===== config.mk =====
export PLATFORM = sky130hd
export DESIGN_NAME = hazard_stall_ctrl
export DESIGN_NICKNAME = d
export VERILOG_FILES = /design/src/rtl/hazard_stall_ctrl.sv
export SDC_FILE = /design/constraint.sdc
export NUM_CORES = 1
export LEC_CHECK = 0
export CORE_MARGIN = 10
export CORE_UTILIZATION = 43
export DETAILED_ROUTE_END_ITERATION = 8
export MAX_ROUTING_LAYER = met4
export PLACE_DENSITY = 0.89
export SLEW_MARGIN = 0
export SYNTH_ARGS = -nofsm -noshare
export SYNTH_HDL_FRONTEND = slang
export SYNTH_SLANG_ARGS = --single-unit

===== constraint.sdc =====
create_clock -name clk -period 2.4 [get_ports clk]
set_clock_uncertainty 0.2 [all_clocks]
set_input_delay 0.48 -clock clk [delete_from_list [all_inputs] [get_ports clk]]
set_output_delay 0.48 -clock clk [all_outputs]
set_load 0.01 [all_outputs]

===== src/rtl/hazard_stall_ctrl.sv =====
// Pipeline stall/flush controller: arbitrates memory waits, taken branches, load-use
// hazards and jumps into same-cycle PC/IF-ID/ID-EX/EX-MEM control, with perf counters.
module hazard_stall_ctrl #(
  parameter int unsigned RA_W         = 5,
  parameter int unsigned MEM_WAIT_MAX = 15,
  parameter int unsigned CNT_W        = 16
) (
  input  logic             clk,
  input  logic             reset,
  input  logic [RA_W-1:0]  ID_rs,
  input  logic [RA_W-1:0]  ID_rt,
  input  logic             ID_uses_rt,
  input  logic             ID_jump,
  input  logic             EX_MemRead,
  input  logic [RA_W-1:0]  EX_rt,
  input  logic             EX_branch_taken,
  input  logic             MEM_req,
  input  logic             MEM_ready,
  output logic             pc_write_en,
  output logic             stall,
  output logic             flush_IFID,
  output logic             flush_IDEX,
  output logic             hold_IDEX,
  output logic             hold_EXMEM,
  output logic             mem_timeout,
  output logic [CNT_W-1:0] stall_cnt,
  output logic [CNT_W-1:0] flush_cnt
);

  localparam int unsigned       WAIT_W    = $clog2(MEM_WAIT_MAX + 1);
  localparam logic [WAIT_W-1:0] WAIT_LAST = WAIT_W'(MEM_WAIT_MAX);
  localparam logic [CNT_W-1:0]  CNT_MAX   = '1;

  typedef enum logic [0:0] {
    StRun,
    StMemWait
  } state_e;

  state_e            fsm_q, fsm_d;
  logic [WAIT_W-1:0] wait_cnt_q, wait_cnt_d;
  logic [CNT_W-1:0]  stall_cnt_q, flush_cnt_q;

  logic wait_expired;
  logic freeze;
  logic load_use;
  logic timeout;

  // On the last permitted wait cycle the freeze is dropped so the pipeline can move on.
  assign wait_expired = (fsm_q == StMemWait) && (wait_cnt_q == WAIT_LAST);
  assign freeze       = MEM_req && !MEM_ready && !wait_expired;

  assign load_use = EX_MemRead && (EX_rt != '0) &&
                    ((EX_rt == ID_rs) || (ID_uses_rt && (EX_rt == ID_rt)));

  always_comb begin
    fsm_d      = fsm_q;
    wait_cnt_d = wait_cnt_q;
    timeout    = 1'b0;
    case (fsm_q)
      StRun: begin
        if (freeze) begin
          fsm_d      = StMemWait;
          wait_cnt_d = WAIT_W'(1);
        end
      end
      StMemWait: begin
        if (MEM_ready) begin
          fsm_d      = StRun;
          wait_cnt_d = '0;
        end else if (wait_expired) begin
          timeout    = 1'b1;
          fsm_d      = StRun;
          wait_cnt_d = '0;
        end else begin
          wait_cnt_d = wait_cnt_q + 1'b1;
        end
      end
      default: begin
        fsm_d      = StRun;
        wait_cnt_d = '0;
      end
    endcase
  end

  // Strict priority: memory freeze, taken branch, load-use bubble, jump squash.
  always_comb begin
    pc_write_en = 1'b1;
    stall       = 1'b0;
    flush_IFID  = 1'b0;
    flush_IDEX  = 1'b0;
    hold_IDEX   = 1'b0;
    hold_EXMEM  = 1'b0;
    mem_timeout = 1'b0;
    if (reset) begin
      pc_write_en = 1'b0;
    end else begin
      mem_timeout = timeout;
      if (freeze) begin
        pc_write_en = 1'b0;
        stall       = 1'b1;
        hold_IDEX   = 1'b1;
        hold_EXMEM  = 1'b1;
      end else if (EX_branch_taken) begin
        flush_IFID  = 1'b1;
        flush_IDEX  = 1'b1;
      end else if (load_use) begin
        pc_write_en = 1'b0;
        stall       = 1'b1;
        flush_IDEX  = 1'b1;
      end else if (ID_jump) begin
        flush_IFID  = 1'b1;
      end
    end
  end

  always_ff @(posedge clk) begin
    if (reset) begin
      fsm_q       <= StRun;
      wait_cnt_q  <= '0;
      stall_cnt_q <= '0;
      flush_cnt_q <= '0;
    end else begin
      fsm_q      <= fsm_d;
      wait_cnt_q <= wait_cnt_d;
      if (stall && (stall_cnt_q != CNT_MAX)) begin
        stall_cnt_q <= stall_cnt_q + 1'b1;
      end
      if (flush_IFID && (flush_cnt_q != CNT_MAX)) begin
        flush_cnt_q <= flush_cnt_q + 1'b1;
      end
    end
  end

  assign stall_cnt = stall_cnt_q;
  assign flush_cnt = flush_cnt_q;

endmodule

==> run_results.csv <==
group,metric,value,unit
timing,slew_viol_final,0,
run_status,status,"complete, but fails checks",
floorplan,die_h,90.2,um
placement,dp_hpwl,4470,um
critical_path,critPathKind,"in -> out",
critical_path,critPathTopFamily,"simple AND/OR/NAND/NOR gates",
critical_path,worstPathCellList,"buf_6 > or4_4 > o21ai_2 > or2_4 > o21a_2 > nor2_4 > buf_6",
grt,grt.overflow.total,0,
worst_hold_path,worstHoldPathType,"reg -> reg",
timing,period_share,1.04,
grt,gr-usage-met2,0.252,
timing,layout_setup_ws,-0.0878,ns
floorplan,row_count,25,
clock_tree,hold_buffers,0,
critical_path,cp.depth,7,
clock_tree,clock-sinks,37,
drt,viasPerCell,5.69,
drt,drc,0,
power,p_leak,1.16,nW
power,power.total,0.00129,W
placement,dp.cells,398,
synth,synth_fa_ha_area_frac,0.0177,
cells_and_area,n_antenna_cell,0,
run,max_cap_viol_count,0,
synth,seq_area_frac_synth,0.350,
synth,synth_top_family_by_area,"simple AND/OR/NAND/NOR gates",
grt,first_global_vias,2231,
placement,portBuffers,61,
synth,syn-num-nets,284,
critical_path,path_buf_inv,2,
synth,ys_warn_count,0,
timing,fin_tns_setup,-0.247,ns
clock_tree,cts_root_buf,"clkbuf_8",
grt,use_met1,0.159,
synth,synth_top_area_share,0.350,
synth,synth_compound_area_frac,0.209,
drt,vias,2333,
synth,async_flop_share,0,
drt,detail-route-antenna-nets,0,
power,vdd_ir_drop_max,0.247,mV
drt,drt-total-wl,6290,um
timing,rsz0062_at_grt,"yes",
critical_path,timing.critical_path.mode_cell,"buf_6",
synth,synth_area,2120,um2
floorplan,io_pins,62,
timing,worst_pin_slew,0.529,ns
placement,place_congestion,0.791,
clock_tree,cts_tree,"done",
synth,synthCells,258,
synth,synth_area_leaders,"dfxtp_1, a21oi_1, or4_1",
floorplan,initial_core_util,0.445,
floorplan,core_area,4750,um2
cells_and_area,drive_gt1_frac,0.233,
timing,fmax,0.402,GHz
synth,yosysTopAreaCell,"dfxtp_1",
critical_path,r2r_start,"wait_cnt_q[0]",
timing,setup_viol,4,
clock_tree,clk_pin_slew,0.07,ns
critical_path,cp.required,1.72,ns
worst_hold_path,holdPathStages,1,
grt,grt_antenna_before_repair,0,
synth,synthMuxAreaShare,0.0361,
cells_and_area,area_growth,51.2,%
cells_and_area,fin_area,3200,um2
grt,grtUsageTotal,0.147,
worst_hold_path,holdCritStartpoint,"flush_cnt[5]",
run_status,violations,"setup timing",
clock_tree,numCtsBuffers,5,
drt,dr.pass1.iters,4,
grt,gr-max-usage-layer,"met2",
floorplan,die_area,8130,um2
grt,grt_max_degree,33,
cells_and_area,n_fill_cell,418,
clock_tree,clk_latency,0.29,ns
cells_and_area,final_util,0.673,
critical_path,crit_arrival,1.81,ns
timing,hold_viol_final,0,
synth,syn_avg_cell_area,8.21,um2
critical_path,crit_slowest_cell,"or4_4",
grt,grt_pass1_wl,10100,um
critical_path,critical_path_peak_fanout,3,
critical_path,reg2reg_slack,0.12,ns
timing,fin_crit,2.49,ns
synth,ys.flop_type,"dfxtp_1",
grt,grt_util_met3,0.0382,
critical_path,startpoint,"EX_rt[2]",
power,p_per_area,404,nW/um2
clock_tree,clk_path_buf_depth,2,
drt,drt-initial-drc-count,146,
critical_path,critPathMaxStageDelay,0.52,ns
critical_path,critPathLaunchType,"primary input",
synth,synth_xor_area_frac,0.0455,
synth,synth_edf_count,0,
clock_tree,cts-htree-levels,2,
drt,wire_per_inst,15.3,um
synth,yosysUniqueCellTypes,42,
floorplan,die_w,90.2,um
critical_path,crit_path_end_kind,"output pin",
synth,synth-seq-cells,37,
cells_and_area,stdcell_count,410,
placement,placed_cell_area,2950,um2
timing,relSlewSlack,0.643,
critical_path,r2r_cells,8,
cells_and_area,nNetsFinal,368,
synth,synth-simple-area-share,0.297,
[cell families after synthesis]
family	Yosys count
fa+ha+maj	3
xor+xnor	11
mux	7
simple gates	112
buf+inv	19
flops	37
compound gates	69
[through the flow]
stage | worst slack (ns) | hold WS (ns)
finish | -0.0878 | 0.307
global route | -0.155 | 0.337
CTS | -0.0722 | 0.307
detailed placement | -0.822 | 0.290
global placement | -0.787 | 0.269
floorplan | -0.0491 | 0.292
[power by group]
group / total [W] / internal, W / switching [W]
sequential: 0.000628 / 0.000620 / 0.00000799
combinational: 0.000186 / 0.0000961 / 0.0000901
clock: 0.000480 / 0.000260 / 0.000220
[per-layer routing]
layer | wire [um] | vias up | share of wire
met5 | 0 | - | 0
met4 | 108 | 0 | 0.017
met3 | 322 | 14 | 0.051
met2 | 3160 | 65 | 0.50
met1 | 2700 | 1112 | 0.43
li1 | - | 1142 | -
[final timing paths]
path                                      to
worst min register to register  flush_cnt[5]
worst max register to register  flush_cnt[8]
worst min-delay path            flush_cnt[5]
worst max-delay path                   stall
[final cells by class]
| type | instances | area, um2 | share of cell area |
|---|---|---|---|
| Clock buffer | 7 | 96.3 | 0.0301 |
| Clock inverter | 1 | 5.00 | 0.00156 |
| Inverter | 5 | 18.8 | 0.00586 |
| Multi-Input combinational cell | 202 | 1430 | 0.445 |
| Sequential cell | 37 | 741 | 0.231 |
| Tap cell | 67 | 83.8 | 0.0262 |
| Timing Repair Buffer | 91 | 832 | 0.260 |
[cell usage in the layout, fill, tap and decap left out, types with 2 or more instances in the layout]
master           synthesis  routed
mux2_2                   5       3
o41ai_1                  3       3
a22oi_1                  3       3
and3_1                   6       6
nand3_1                 17      17
a21oi_2                  0       4
o311ai_0                 4       4
and4_1                   4       4
a21oi_1                 24      20
inv_1                    5       4
or4_1                   16      12
o21ai_0                 12      12
mux2i_1                  2       2
nand2_1                 20      20
nand4_1                  3       3
dlygate4sd2_1            0       7
nor2_1                  15      13
o211a_1                  2       2
nor2b_1                  7       6
ha_1                     3       3
o21a_1                   4       3
dfxtp_1                 37      37
buf_4                    1      27
or4_4                    0       4
xor2_1                  10       9
buf_6                    2       6
clkbuf_8                 0       7
nand3b_1                 3       3
clkbuf_2                 0       3
or3_1                    6       6
clkdlybuf4s15_1          0       3
nor3_1                   5       5
buf_2                    3       4
clkdlybuf4s50_1          0      39
o31ai_1                 12      12
mux2_4                   0       2
nor4_4                   0       4
[state kept, by name, summed over array words and instances (netlist names)]
name,flops
wait_cnt_q,4
flush_cnt,16
stall_cnt,16
fsm_q,1
[cell usage after synthesis (3+ instances only)]
library cell and number:
a21oi_1 24, a22oi_1 3, and3_1 6, and4_1 4
buf_2 3, clkbuf_1 6, dfxtp_1 37, ha_1 3
inv_1 5, mux2_2 5, nand2_1 20, nand3_1 17
nand3b_1 3, nand4_1 3, nor2_1 15, nor2b_1 7
nor3_1 5, nor4_1 5, o21a_1 4, o21ai_0 12
o311ai_0 4, o31ai_1 12, o41ai_1 3, or3_1 6
or4_1 16, xor2_1 10
[repair_timing]
item,4_1_cts,5_1_grt
resized for setup,67,26
cloned,0,1
setup endpoints to repair,37,23
pin swaps,16,6
setup buffers,2,1
No activity file was read; power rests on OpenSTA's default activity.
